File: src/rtl/audio_pkg.sv
// rtl/audio_pkg.sv - shared types and helpers for the audio clip player
package audio_pkg;

    typedef enum logic [1:0] {
        IDLE,
        ARM,
        PLAY
    } player_state_t;

    localparam int CLIP_PACK_MAX = 1024;

    function automatic logic [31:0] midscale(input int width);
        return 32'd1 << (width - 1);
    endfunction

    // Extract entry idx (width bits each, entry 0 in the LSBs) from a packed table
    function automatic logic [31:0] clip_field(input logic [CLIP_PACK_MAX-1:0] packed_v,
                                               input int idx, input int width);
        logic [CLIP_PACK_MAX-1:0] shifted;
        shifted = packed_v >> (idx * width);
        return shifted[31:0] & ((32'd1 << width) - 32'd1);
    endfunction

endpackage

File: src/rtl/audio_clip_player_divider.sv
// rtl/audio_clip_player_divider.sv - free-running sample-rate divider with terminal-count strobe
module sample_rate_divider #(
    parameter int CLK_DIV_LIMIT = 6249
) (
    input  logic CLK,
    input  logic RESET_N,
    output logic tc
);
    localparam int CW = (CLK_DIV_LIMIT < 1) ? 1 : $clog2(CLK_DIV_LIMIT + 1);

    logic [CW-1:0] count;

    assign tc = (count == CW'(CLK_DIV_LIMIT));

    always_ff @(posedge CLK or negedge RESET_N) begin
        if (!RESET_N)
            count <= '0;
        else if (tc)
            count <= '0;
        else
            count <= count + CW'(1);
    end
endmodule

File: src/rtl/audio_clip_player.sv
// rtl/audio_clip_player.sv - multi-clip BRAM audio player with play/stop/retrigger/loop
module audio_clip_player
    import audio_pkg::*;
#(
    parameter int CLK_FREQ_HZ    = 100_000_000,
    parameter int SAMPLE_RATE_HZ = 16_000,
    parameter int CLK_DIV_LIMIT  = (CLK_FREQ_HZ / SAMPLE_RATE_HZ) - 1,
    parameter int ADDRESS_WIDTH  = 14,
    parameter int SAMPLE_WIDTH   = 8,
    parameter int NUM_CLIPS      = 4,
    parameter int CLIP_SEL_W     = (NUM_CLIPS > 1) ? $clog2(NUM_CLIPS) : 1,
    parameter logic [NUM_CLIPS*ADDRESS_WIDTH-1:0] CLIP_START = {14'd12000, 14'd8000, 14'd4000, 14'd0},
    parameter logic [NUM_CLIPS*ADDRESS_WIDTH-1:0] CLIP_LEN   = {14'd4000, 14'd4000, 14'd4000, 14'd4000}
) (
    input  logic                     CLK,
    input  logic                     RESET_N,
    input  logic                     play_req,
    input  logic [CLIP_SEL_W-1:0]    clip_sel,
    input  logic                     loop_en,
    input  logic                     stop_req,
    output logic [ADDRESS_WIDTH-1:0] bram_addr,
    input  logic [SAMPLE_WIDTH-1:0]  bram_data_out,
    output logic [SAMPLE_WIDTH-1:0]  audio_sample_out,
    output logic                     sample_tick,
    output logic                     busy,
    output logic                     clip_done
);
    localparam logic [SAMPLE_WIDTH-1:0] MIDSCALE = SAMPLE_WIDTH'(midscale(SAMPLE_WIDTH));

    for (genvar i = 0; i < NUM_CLIPS; i++) begin : g_clip_chk
        localparam int S = int'(clip_field(CLIP_PACK_MAX'(CLIP_START), i, ADDRESS_WIDTH));
        localparam int L = int'(clip_field(CLIP_PACK_MAX'(CLIP_LEN), i, ADDRESS_WIDTH));
        if (L < 1) begin : g_len_bad
            $error("audio_clip_player: clip length must be at least 1");
        end
        if (S + L - 1 > (1 << ADDRESS_WIDTH) - 1) begin : g_range_bad
            $error("audio_clip_player: clip extends past the end of the BRAM");
        end
    end

    logic tc;

    sample_rate_divider #(.CLK_DIV_LIMIT(CLK_DIV_LIMIT)) u_divider (
        .CLK     (CLK),
        .RESET_N (RESET_N),
        .tc      (tc)
    );

    player_state_t             state, state_n;
    logic [ADDRESS_WIDTH-1:0]  addr_n, start_q, start_n, end_q, end_n;
    logic [ADDRESS_WIDTH-1:0]  sel_start, sel_len;
    logic [SAMPLE_WIDTH-1:0]   sample_n;
    logic                      loop_q, loop_n, done_n, play_ok;

    always_comb begin
        sel_start = '0;
        sel_len   = '0;
        for (int i = 0; i < NUM_CLIPS; i++) begin
            if (clip_sel == CLIP_SEL_W'(i)) begin
                sel_start = ADDRESS_WIDTH'(clip_field(CLIP_PACK_MAX'(CLIP_START), i, ADDRESS_WIDTH));
                sel_len   = ADDRESS_WIDTH'(clip_field(CLIP_PACK_MAX'(CLIP_LEN), i, ADDRESS_WIDTH));
            end
        end
        play_ok = play_req && (32'(clip_sel) < 32'(NUM_CLIPS));
    end

    // Stop beats play, play (retrigger) beats whatever the current state would do
    always_comb begin
        state_n  = state;
        addr_n   = bram_addr;
        sample_n = audio_sample_out;
        start_n  = start_q;
        end_n    = end_q;
        loop_n   = loop_q;
        done_n   = 1'b0;
        if (state == IDLE && tc)
            sample_n = MIDSCALE;
        if (stop_req) begin
            state_n  = IDLE;
            sample_n = MIDSCALE;
            loop_n   = 1'b0;
        end else if (play_ok) begin
            state_n = ARM;
            addr_n  = sel_start;
            start_n = sel_start;
            end_n   = sel_start + sel_len - ADDRESS_WIDTH'(1);
            loop_n  = loop_en;
        end else begin
            case (state)
                ARM: if (tc) state_n = PLAY;
                PLAY: if (tc) begin
                    sample_n = bram_data_out;
                    if (bram_addr != end_q)
                        addr_n = bram_addr + ADDRESS_WIDTH'(1);
                    else if (loop_q)
                        addr_n = start_q;
                    else begin
                        state_n = IDLE;
                        done_n  = 1'b1;
                    end
                end
                default: ;
            endcase
        end
    end

    always_ff @(posedge CLK or negedge RESET_N) begin
        if (!RESET_N) begin
            state            <= IDLE;
            bram_addr        <= '0;
            audio_sample_out <= MIDSCALE;
            sample_tick      <= 1'b0;
            busy             <= 1'b0;
            clip_done        <= 1'b0;
            loop_q           <= 1'b0;
            start_q          <= '0;
            end_q            <= '0;
        end else begin
            state            <= state_n;
            bram_addr        <= addr_n;
            audio_sample_out <= sample_n;
            sample_tick      <= tc;
            busy             <= (state_n != IDLE);
            clip_done        <= done_n;
            loop_q           <= loop_n;
            start_q          <= start_n;
            end_q            <= end_n;
        end
    end
endmodule

File: config.mk
export PLATFORM = sky130hd
export DESIGN_NAME = audio_clip_player
export DESIGN_NICKNAME = d
export VERILOG_FILES = /design/src/rtl/audio_pkg.sv /design/src/rtl/audio_clip_player_divider.sv /design/src/rtl/audio_clip_player.sv
export SDC_FILE = /design/constraint.sdc
export NUM_CORES = 1
export LEC_CHECK = 0
export BUFFER_PORTS_ARGS = -buffer_cell sky130_fd_sc_hd__clkbuf_2
export CAP_MARGIN = 30
export CORE_ASPECT_RATIO = 1.5
export CORE_MARGIN = 2
export CORE_UTILIZATION = 60
export CTS_BUF_LIST = sky130_fd_sc_hd__clkbuf_8
export DETAILED_ROUTE_END_ITERATION = 16
export GPL_TIMING_DRIVEN = 0
export PLACE_DENSITY_LB_ADDON = 0.15
export SYNTH_ARGS = -nofsm -noshare
export SYNTH_HDL_FRONTEND = slang
export SYNTH_SLANG_ARGS = --single-unit
File: constraint.sdc
create_clock -name CLK -period 2.1 [get_ports CLK]
set_input_delay 0.105 -clock CLK [delete_from_list [all_inputs] [get_ports CLK]]
set_output_delay 0.105 -clock CLK [all_outputs]
set_load 0.05 [all_outputs]
==> qor.yml <==
maxCapViolCount: 0
async_flop_share: 1.00
worst_setup_path_end_kind: "flop"
routed_wl_um: 6900
crit_fanout: 5
p_seq_frac: 0.530
cp_slowest_stage_delay_ps: 390
hold_violations: 0
final_common_cell: "dfrtp_1"
multiInputGateArea_um2: 1610
dpl.hpwl_um: 4820
fin_crit_ps: 2090
slew_headroom: 0.619
fin_tns_setup_ps: 0
drtIter0Drc: 118
synth_area_um2: 3010
cp_data_required_time_ps: 2300
clk_pin_slew_worst_paths_ps: 110
synth.avg_cell_area_um2: 9.78
power_frac_comb: 0.210
setup_violations: 0
core_um2: 4850
cts_max_path_buffers: 2
switchingPower_w: 0.000782
initial_core_util: 0.621
grt_max_degree: 37
vdd_drop_max_mv: 0.409
clk_latency_ps: 310
p_int_w: 0.00153
pre_cts_slack_ps: -35.3
whs_ps: 13.4
num-fill-cells: 379
finClkSkew_ps: 7.85
crit_type: "flop to flop"
ys_ff_latch: 55
synth_nets: 337
nets: 394
antenna_found_initial: 0
final_max_slew_viol_count: 0
grt_overflow_total: 0
vias_per_cell: 5.81
p_leak_nw: 1.65
vias: 2508
crit_chain: "inv_1 -> ha_2 -> and4bb_2 -> and3_4 -> a21oi_4 -> a311oi_4 -> buf_4 -> nand2_1 -> a22o_1"
drive_gt1_frac: 0.268
ioPinCount: 40
grt_pass1_vias: 2534
die_y_um: 90.8
ant_nets: 0
post_synth_num_cell_types: 51
regArea_um2: 1390
synth-edff-count: 0
final_cell_mix: "44 x dfrtp_1, 38 x clkbuf_2, 36 x nand2_1"
drc: 0
ys_seq_area_frac: 0.457
finish.utilization: 0.744
wl_per_cell_um: 16.0
final_cells: 432
place_congestion: 0.855
synth_cells: 308
clock_power_share: 0.260
fmaxAchievable_mhz: 477
swShare: 0.338
grt_usage: 0.259
fin_crit_sh: 0.998
dr.pass1.iters: 4
cts_tree: "done"
synth_top_flop_cell: "dfrtp_1"
numPortBuffers: 38
h-tree-depth: 2
cts_root_buffer: "clkbuf_8"
cts_made_buffers: 5
areaGrowthSynthToFinish_pct: 19.7
dp.cells: 413
grt_pass1_wl_um: 11200
arrival_ps: 2300
r2r_slack_ps: 5
worst_slew_pin_slew_ps: 572
die-area_um2: 5620
critPathLaunchType: "flop"
grt_setup_unrepaired: "yes"
die_x_um: 61.9
rows: 31
yosys_warnings: 0
cts.sinks: 55
layout_setup_ws_ps: 5.21
p_per_area_nw_per_um2: 642
diodes: 0
min_path_type: "input pin to flop"
status: "finished, final reports clean"
slowest_stage: "dfrtp_1"
[repair_timing]
action | CTS | global route
hold buffers | 1 | 0
setup buffers | 2 | 10
endpoints found under the setup margin | 10 | 22
cloned | 1 | 0
gates resized for setup | 4 | 29
hold endpoints to repair | 19 | 0
pin swaps | 1 | 7
[routing by layer]
layer	vias to the layer above	part of all wire	routed length [µm]	GRT usage
li1	1192	-	-	-
met1	1193	0.39	2710	0.310
met2	93	0.53	3640	0.432
met3	30	0.038	264	0.0315
met4	0	0.041	280	0.138
met5	-	0	0	0
[power groups by stage]
| stage | Combinational (W) | Clock (W) | Sequential (W) |
|---|---|---|---|
| finish | 0.000486 | 0.000602 | 0.00123 |
| CTS | 0.000471 | 0.000612 | 0.00121 |
| detailed placement | 0.000456 | 0 | 0.00123 |
| global route | 0.000531 | 0.000655 | 0.00124 |
| floorplan | 0.000216 | 0 | 0.00133 |
| global placement | 0.000444 | 0 | 0.00123 |
[final timing paths]
kind	startpoint	to	cells past startpoint
min in group asynchronous	RESET_N	u_divider.count[6]	2
max	u_divider.count[1]	bram_addr[5]	9
min	bram_data_out[7]	audio_sample_out[7]	3
max in group asynchronous	RESET_N	audio_sample_out[7]	3
min reg2reg	start_q[8]	start_q[8]	2
max reg2reg	u_divider.count[1]	bram_addr[5]	9
[final cells by class]
cell class                      count  area share
Tap cell                           66      0.0229
Inverter                           12      0.0125
Sequential cell                    55       0.385
Timing Repair Buffer               53      0.0881
Clock inverter                      3     0.00694
Multi-Input combinational cell    227       0.447
Clock buffer                        5      0.0191
Buffer                             11      0.0177
[state kept, by name, summed over array words and instances (netlist names)]
signal and count:
bram_addr 14, u_divider.count 13, audio_sample_out 8, end_q 8, start_q 6, state 2
busy 1, clip_done 1, loop_q 1, sample_tick 1
[metrics by stage]
step	power (W)	cell area (µm²)
global placement	0.00167	3290
floorplan	0.00155	3020
global route	0.00242	3610
detailed placement	0.00169	3310
CTS	0.00230	3450
finish	0.00232	3610
[cell usage after synthesis (5+ instances only)]
cell type  count  share of area
o21ai_0       16          0.027
dfrtp_1       54           0.45
and3_1         9          0.019
nor2_1        35          0.044
nand2_1       36          0.045
a22oi_1        7          0.017
a21oi_1        5         0.0083
inv_1         11          0.014
nor3_1         6          0.010
a22o_1         5          0.015
xnor2_1        8          0.023
clkbuf_1       8          0.010
nand3_1       10          0.017
mux2i_1        5          0.017
ha_1          14          0.058
xor2_1        17          0.049
o21a_1         7          0.017
nor4_1         5          0.010
[kinds of logic after synthesis]
| group | after synthesis | synth area share |
|---|---|---|
| compound gates | 63 | 0.158 |
| simple gates | 120 | 0.200 |
| xor+xnor | 25 | 0.0727 |
| flops | 55 | 0.457 |
| mux | 5 | 0.0166 |
| fa+ha+maj | 14 | 0.0581 |
| buf+inv | 26 | 0.0378 |
[critical path: cells and delay by family, from the launching register on]
kind | cells | cell delay [ps]
AOI/OAI and AO/OA | 3 | 620
buffers and inverters | 2 | 300
and+or+nand+nor | 3 | 510
adders and majority gates | 1 | 160
DFF | 1 | 390
(Power assumes the default switching activity.)
